==> src/rtl/fmul_pipe.sv <==
// fmul_pipe: pipelined IEEE-754 single-precision multiplier with valid/ready
// flow control and an optional negated-product (fnmul) mode.
// Denormal inputs flush to zero, NaN inputs behave as infinity, and results
// that fall below the normal range flush to signed zero. The whole pipe moves
// as one: every stage advances when the output slot is empty or being taken.
module fmul_pipe #(
    parameter int LATENCY = 3,
    parameter int TAG_W   = 5
) (
    input  logic             clk,
    input  logic             rstn,
    input  logic             in_valid,
    output logic             in_ready,
    input  logic [31:0]      x1,
    input  logic [31:0]      x2,
    input  logic             neg,
    input  logic [TAG_W-1:0] tag_in,
    output logic             out_valid,
    input  logic             out_ready,
    output logic [31:0]      y,
    output logic             ovf,
    output logic [TAG_W-1:0] tag_out
);

    if (LATENCY < 1 || LATENCY > 4) begin : g_bad_latency
        $error("fmul_pipe: LATENCY must be in the range 1..4");
    end

    // Operand class after the special-value rules have been applied.
    typedef enum logic [1:0] {
        CLS_NORM = 2'd0,
        CLS_ZERO = 2'd1,
        CLS_INF  = 2'd2,
        CLS_NAN  = 2'd3
    } cls_e;

    // After unpack: raw 48-bit mantissa product and unnormalised exponent.
    typedef struct packed {
        logic              v;
        logic              s;
        cls_e              cls;
        logic signed [9:0] ex;
        logic [47:0]       prod;
        logic [TAG_W-1:0]  tag;
    } st1_t;

    // After normalisation: 24-bit mantissa plus guard/round/sticky.
    typedef struct packed {
        logic              v;
        logic              s;
        cls_e              cls;
        logic signed [9:0] ex;
        logic [23:0]       mant;
        logic              g;
        logic              r;
        logic              st;
        logic [TAG_W-1:0]  tag;
    } st2_t;

    // Packed result.
    typedef struct packed {
        logic             v;
        logic             ovf;
        logic [31:0]      y;
        logic [TAG_W-1:0] tag;
    } st3_t;

    logic  adv_s;
    st3_t  out_q;
    st1_t  s1_d;
    st1_t  s1_s;
    st2_t  s2_d;
    st2_t  s2_s;
    st3_t  s3_d;
    st3_t  s3_s;

    logic  z1_s;
    logic  z2_s;
    logic  i1_s;
    logic  i2_s;

    logic              rup_s;
    logic [24:0]       rnd_s;
    logic [22:0]       frac_s;
    logic signed [9:0] ex_f_s;

    // Whole pipe shifts when the output slot is free or being consumed.
    assign adv_s    = !out_q.v || out_ready;
    assign in_ready = adv_s;

    assign z1_s = (x1[30:23] == 8'd0);
    assign z2_s = (x2[30:23] == 8'd0);
    assign i1_s = (x1[30:23] == 8'hFF);
    assign i2_s = (x2[30:23] == 8'hFF);

    // Unpack, classify operands, multiply mantissas and sum exponents.
    always_comb begin
        s1_d      = '0;
        s1_d.v    = in_valid;
        s1_d.s    = x1[31] ^ x2[31] ^ neg;
        s1_d.tag  = tag_in;
        s1_d.ex   = $signed({2'b00, x1[30:23]}) + $signed({2'b00, x2[30:23]}) - 10'sd127;
        s1_d.prod = {24'd0, 1'b1, x1[22:0]} * {24'd0, 1'b1, x2[22:0]};
        if ((z1_s && i2_s) || (i1_s && z2_s)) begin
            s1_d.cls = CLS_NAN;
        end else if (i1_s || i2_s) begin
            s1_d.cls = CLS_INF;
        end else if (z1_s || z2_s) begin
            s1_d.cls = CLS_ZERO;
        end else begin
            s1_d.cls = CLS_NORM;
        end
    end

    if (LATENCY >= 2) begin : g_s1
        st1_t s1_q;
        // Stage-1 register: product and exponent, held while stalled.
        always_ff @(posedge clk or negedge rstn) begin
            if (!rstn) begin
                s1_q <= '0;
            end else if (adv_s) begin
                s1_q <= s1_d;
            end
        end
        assign s1_s = s1_q;
    end else begin : g_s1_bypass
        assign s1_s = s1_d;
    end

    // Normalise by one bit when the product reaches [2,4), gather rounding bits.
    always_comb begin
        s2_d     = '0;
        s2_d.v   = s1_s.v;
        s2_d.s   = s1_s.s;
        s2_d.cls = s1_s.cls;
        s2_d.tag = s1_s.tag;
        if (s1_s.prod[47]) begin
            s2_d.mant = s1_s.prod[47:24];
            s2_d.g    = s1_s.prod[23];
            s2_d.r    = s1_s.prod[22];
            s2_d.st   = |s1_s.prod[21:0];
            s2_d.ex   = s1_s.ex + 10'sd1;
        end else begin
            s2_d.mant = s1_s.prod[46:23];
            s2_d.g    = s1_s.prod[22];
            s2_d.r    = s1_s.prod[21];
            s2_d.st   = |s1_s.prod[20:0];
            s2_d.ex   = s1_s.ex;
        end
    end

    if (LATENCY >= 3) begin : g_s2
        st2_t s2_q;
        // Stage-2 register: normalised mantissa and rounding bits.
        always_ff @(posedge clk or negedge rstn) begin
            if (!rstn) begin
                s2_q <= '0;
            end else if (adv_s) begin
                s2_q <= s2_d;
            end
        end
        assign s2_s = s2_q;
    end else begin : g_s2_bypass
        assign s2_s = s2_d;
    end

    // Round to nearest even, renormalise on carry-out, resolve specials and range.
    always_comb begin
        s3_d   = '0;
        rup_s  = s2_s.g & (s2_s.r | s2_s.st | s2_s.mant[0]);
        rnd_s  = {1'b0, s2_s.mant} + {24'd0, rup_s};
        if (rnd_s[24]) begin
            frac_s = rnd_s[23:1];
            ex_f_s = s2_s.ex + 10'sd1;
        end else begin
            frac_s = rnd_s[22:0];
            ex_f_s = s2_s.ex;
        end
        s3_d.v   = s2_s.v;
        s3_d.tag = s2_s.tag;
        case (s2_s.cls)
            CLS_NAN: begin
                s3_d.y   = {s2_s.s, 8'hFF, 23'h400000};
                s3_d.ovf = 1'b0;
            end
            CLS_INF: begin
                s3_d.y   = {s2_s.s, 8'hFF, 23'h000000};
                s3_d.ovf = 1'b0;
            end
            CLS_ZERO: begin
                s3_d.y   = {s2_s.s, 31'h0};
                s3_d.ovf = 1'b0;
            end
            CLS_NORM: begin
                if (ex_f_s >= 10'sd255) begin
                    s3_d.y   = {s2_s.s, 8'hFF, 23'h000000};
                    s3_d.ovf = 1'b1;
                end else if (ex_f_s <= 10'sd0) begin
                    s3_d.y   = {s2_s.s, 31'h0};
                    s3_d.ovf = 1'b0;
                end else begin
                    s3_d.y   = {s2_s.s, ex_f_s[7:0], frac_s};
                    s3_d.ovf = 1'b0;
                end
            end
            default: begin
                s3_d.y   = {s2_s.s, 31'h0};
                s3_d.ovf = 1'b0;
            end
        endcase
    end

    if (LATENCY == 4) begin : g_s3
        st3_t s3_q;
        // Extra retiming register for the deepest configuration.
        always_ff @(posedge clk or negedge rstn) begin
            if (!rstn) begin
                s3_q <= '0;
            end else if (adv_s) begin
                s3_q <= s3_d;
            end
        end
        assign s3_s = s3_q;
    end else begin : g_s3_bypass
        assign s3_s = s3_d;
    end

    // Output register: drives the result ports and holds them while stalled.
    always_ff @(posedge clk or negedge rstn) begin
        if (!rstn) begin
            out_q <= '0;
        end else if (adv_s) begin
            out_q <= s3_s;
        end
    end

    assign out_valid = out_q.v;
    assign y         = out_q.y;
    assign ovf       = out_q.ovf;
    assign tag_out   = out_q.tag;

endmodule

==> config.mk <==
export PLATFORM = sky130hd
export DESIGN_NAME = fmul_pipe
export DESIGN_NICKNAME = d
export VERILOG_FILES = /design/src/rtl/fmul_pipe.sv
export SDC_FILE = /design/constraint.sdc
export NUM_CORES = 2
export LEC_CHECK = 0
export BUFFER_PORTS_ARGS = -buffer_cell sky130_fd_sc_hd__buf_4
export CORE_ASPECT_RATIO = 0.8
export CORE_MARGIN = 4
export CORE_UTILIZATION = 30
export DETAILED_ROUTE_END_ITERATION = 10
export PLACE_DENSITY = 0.51
export RECOVER_POWER = 100
export SETUP_SLACK_MARGIN = 0.3
export SYNTH_ARGS = -nofsm -noshare
export SYNTH_HDL_FRONTEND = slang
export SYNTH_SLANG_ARGS = --single-unit
==> constraint.sdc <==
create_clock -name clk -period 3.75 [get_ports clk]
set_clock_uncertainty 0.15 [all_clocks]
set_input_delay 0.1875 -clock clk [delete_from_list [all_inputs] [get_ports clk]]
set_output_delay 0.1875 -clock clk [all_outputs]
set_load 0.02 [all_outputs]
==> qor.csv <==
metric,value,unit
wire length of the first global-routing pass,119,mm
Post-synth EDFFs,0,
drt first-iter violations,992,
outcome,"finished, violations left",
die height,272,microns
filler cell count,8620,
number of cells in the finished layout apart from fillers,4425,
clock sinks,152,
total number of yosys warnings,0,
setup violators final,41,
cell area after synthesis,26100,sq um
final wirelength,74.0,mm
initial antenna violation count,0,
estimated wirelength of the detail-placed design,60.8,mm
final core utilization,0.392,
Total Nets Final,4033,
setup repair after global routing missed its margin,yes,
final estimated routing congestion in global placement,0.835,
sequential share of the synthesized area,0.146,
summed area of non-filler cells in the final layout,33700,sq um
first-pass iteration count of the detailed router,5,
Total GRT Usage,0.165,
achievable clock frequency,163,MHz
boundary pin count,114,
transition at the pin with the smallest max-transition slack,1510,ps
Mapped Avg Cell Area,8.95,sq um
area of the die,91700,sq um
standard-cell row count,96,
wire length per cell after detailed routing,16.7,microns
crit path launch type,input port,
count of nets left with antenna violations after detail routing,0,
Post-DP Area,30800,sq um
clock edge transition at the registers on the reported setup and hold paths,70,ps
cells taking the most area after synthesis,"fa_1 (37%), dfrtp_1 (15%), ha_1 (9.2%)",
total global routing overflow,0,
violations in the final reports,"max-capacitance violations, max-slew violations, negative setup slack",
number of distinct library cell variants in the gate-level netlist after synthesis,73,
vias,20200,
initial core utilization,0.303,
final-report hold violation count,0,
Worst Setup End Kind,flop,
synthesized flop and latch total,152,
via count of the first global-routing pass,21200,
worst-path fanout max,6,
data arrival at the endpoint of the critical path,6300,ps
number of instances in the synthesized netlist,2911,
number of remaining DRC errors,0,
maximum number of pins on one net before global-route repair,80,
"count leader, synth",inv_1,
"Slew Viols, Final",60,
minimum clock period,6130,ps
smallest setup slack after layout,-2380,ps
post-DR vias/cell,4.56,
CTS max path bufs,2,
core area,86000,sq um
Die W,338,microns
share of cells above drive strength 1,0.243,
maximum level of the CTS H-tree,4,
cell total after placement,4319,
endpoint required time on the critical path,3920,ps
final cycle utilization of the critical path,1.64,
portion of synthesized cell area occupied by the leading cell type,0.371,
"Net Count, Synth",3659,
number of buffers inserted by port buffering,113,
Antenna Cells,0,
max-cap violations,1,
leading post-synthesis cells by instance count,"inv_1 (559), fa_1 (483), nand2_1 (483)",
number of CTS-inserted buffers,17,
buffer cell driving the clock tree root,clkbuf_16,
type of the worst setup path,in -> reg,
area overhead of the layout relative to synthesis,29.3,%
slew margin rel.,-0.00815,
post-synthesis async set-or-reset flop share,1.00,
CTS tree,yes,
clock latency at the later pin of the worst-skew pair,440,ps
dominant synthesized flop cell,dfrtp_1,
Worst Hold Class,in -> reg,
post-synth top area cell,fa_1,
[cells in the final DEF, fill, tap and decap left out, types with 18 or more instances in the layout]
cell type / count
mux2i_1: 29
a21oi_1: 59
nand2_1: 463
nand3_1: 24
o21ai_0: 72
inv_1: 504
xnor2_1: 23
clkbuf_1: 42
a21o_1: 24
buf_12: 44
buf_4: 289
and2_4: 43
xor2_1: 40
fa_2: 27
ha_1: 156
dfrtp_1: 152
inv_2: 50
nand4_1: 18
nor2_1: 91
o21ai_1: 22
buf_6: 81
fa_1: 456
ha_4: 32
clkbuf_16: 18
and2_1: 215
[critical path, stage by stage]
cell and delay (ps):
buf_12 110, buf_4 170, nand2_1 90, fa_1 480, fa_1 560, inv_2 50
fa_1 450, fa_1 520, fa_1 450, fa_1 540, inv_2 40, fa_1 510
inv_2 40, ha_4 230, a211oi_4 290, nor2_2 80, or3_4 350, or2_4 240
o21bai_1 130, buf_4 160, o211ai_1 90, a21oi_1 170, xor2_1 250, a21oi_1 110
[per-layer routing]
metal	wire, microns	vias to the layer above	track usage
li1	-	9568	-
met1	34500	10200	0.235
met2	34800	314	0.267
met3	3560	70	0.0304
met4	1170	0	0.0265
met5	0	-	0
[final timing paths]
check | startpoint | end | slack, ps | cells after the start
max in group asynchronous | rstn | g_s1.s1_q[13] | 760 | 3
setup / recovery | x2[10] | g_s1.s1_q[45] | -2380 | 24
hold reg to reg | g_s1.s1_q[9] | g_s1.s1_q[9] | 310 | 2
setup reg to reg | g_s2.s2_q[7] | y[10] | 140 | 11
hold / removal | x1[23] | g_s1.s1_q[64] | 40 | 5
min in group asynchronous | rstn | y[17] | 500 | 2
[flip-flops by register name, indices dropped and copies added (netlist names)]
register,cells
g_s1.s1_q,67
g_s2.s2_q,46
out_valid,1
ovf,1
tag_out,5
y,32
[what timing repair did]
item,4_1_cts,5_1_grt
buffers inserted,32,23
resized for setup,302,154
endpoints found under the setup margin,42,59
gates cloned,2,1
hold endpoints to repair,68,0
pin swaps,157,116
hold buffers,16,0
[area by class of cell]
class	count	area [sq um]	area share
Clock buffer	20	467	0.0138
Sequential cell	152	3800	0.113
Timing Repair Buffer	496	4650	0.138
Tap cell	1127	1410	0.0418
Multi-Input combinational cell	2056	21100	0.626
Inverter	562	2140	0.0636
Clock inverter	12	138	0.00408
[metrics by stage]
stage	setup slack, ps	TNS, ps	hold slack [ps]
6_report	-2380	-75800	40.3
5_1_grt	-2590	-84440	77.7
4_1_cts	-2320	-73470	18.3
3_5_place_dp	-3060	-102280	63.6
2_1_floorplan	-2450	-72840	-258
3_3_place_gp	-2990	-100810	69.2
[cells by family (layout without fill, tap and decap cells)]
group | Yosys count | in the layout | synth area share
XOR/XNOR | 86 | 86 | 0.0292
multiplexers | 29 | 29 | 0.0111
AND/OR/NAND/NOR | 982 | 982 | 0.181
buffers and inverters | 703 | 1090 | 0.103
AO/OA/AOI/OAI | 285 | 285 | 0.0663
adder cells (fa/ha/maj) | 674 | 674 | 0.463
flip-flops | 152 | 152 | 0.146
Power is left out: the tool's default activity adds up to more than one toggle a clock period on the data nets, which glitch-free logic cannot reach.
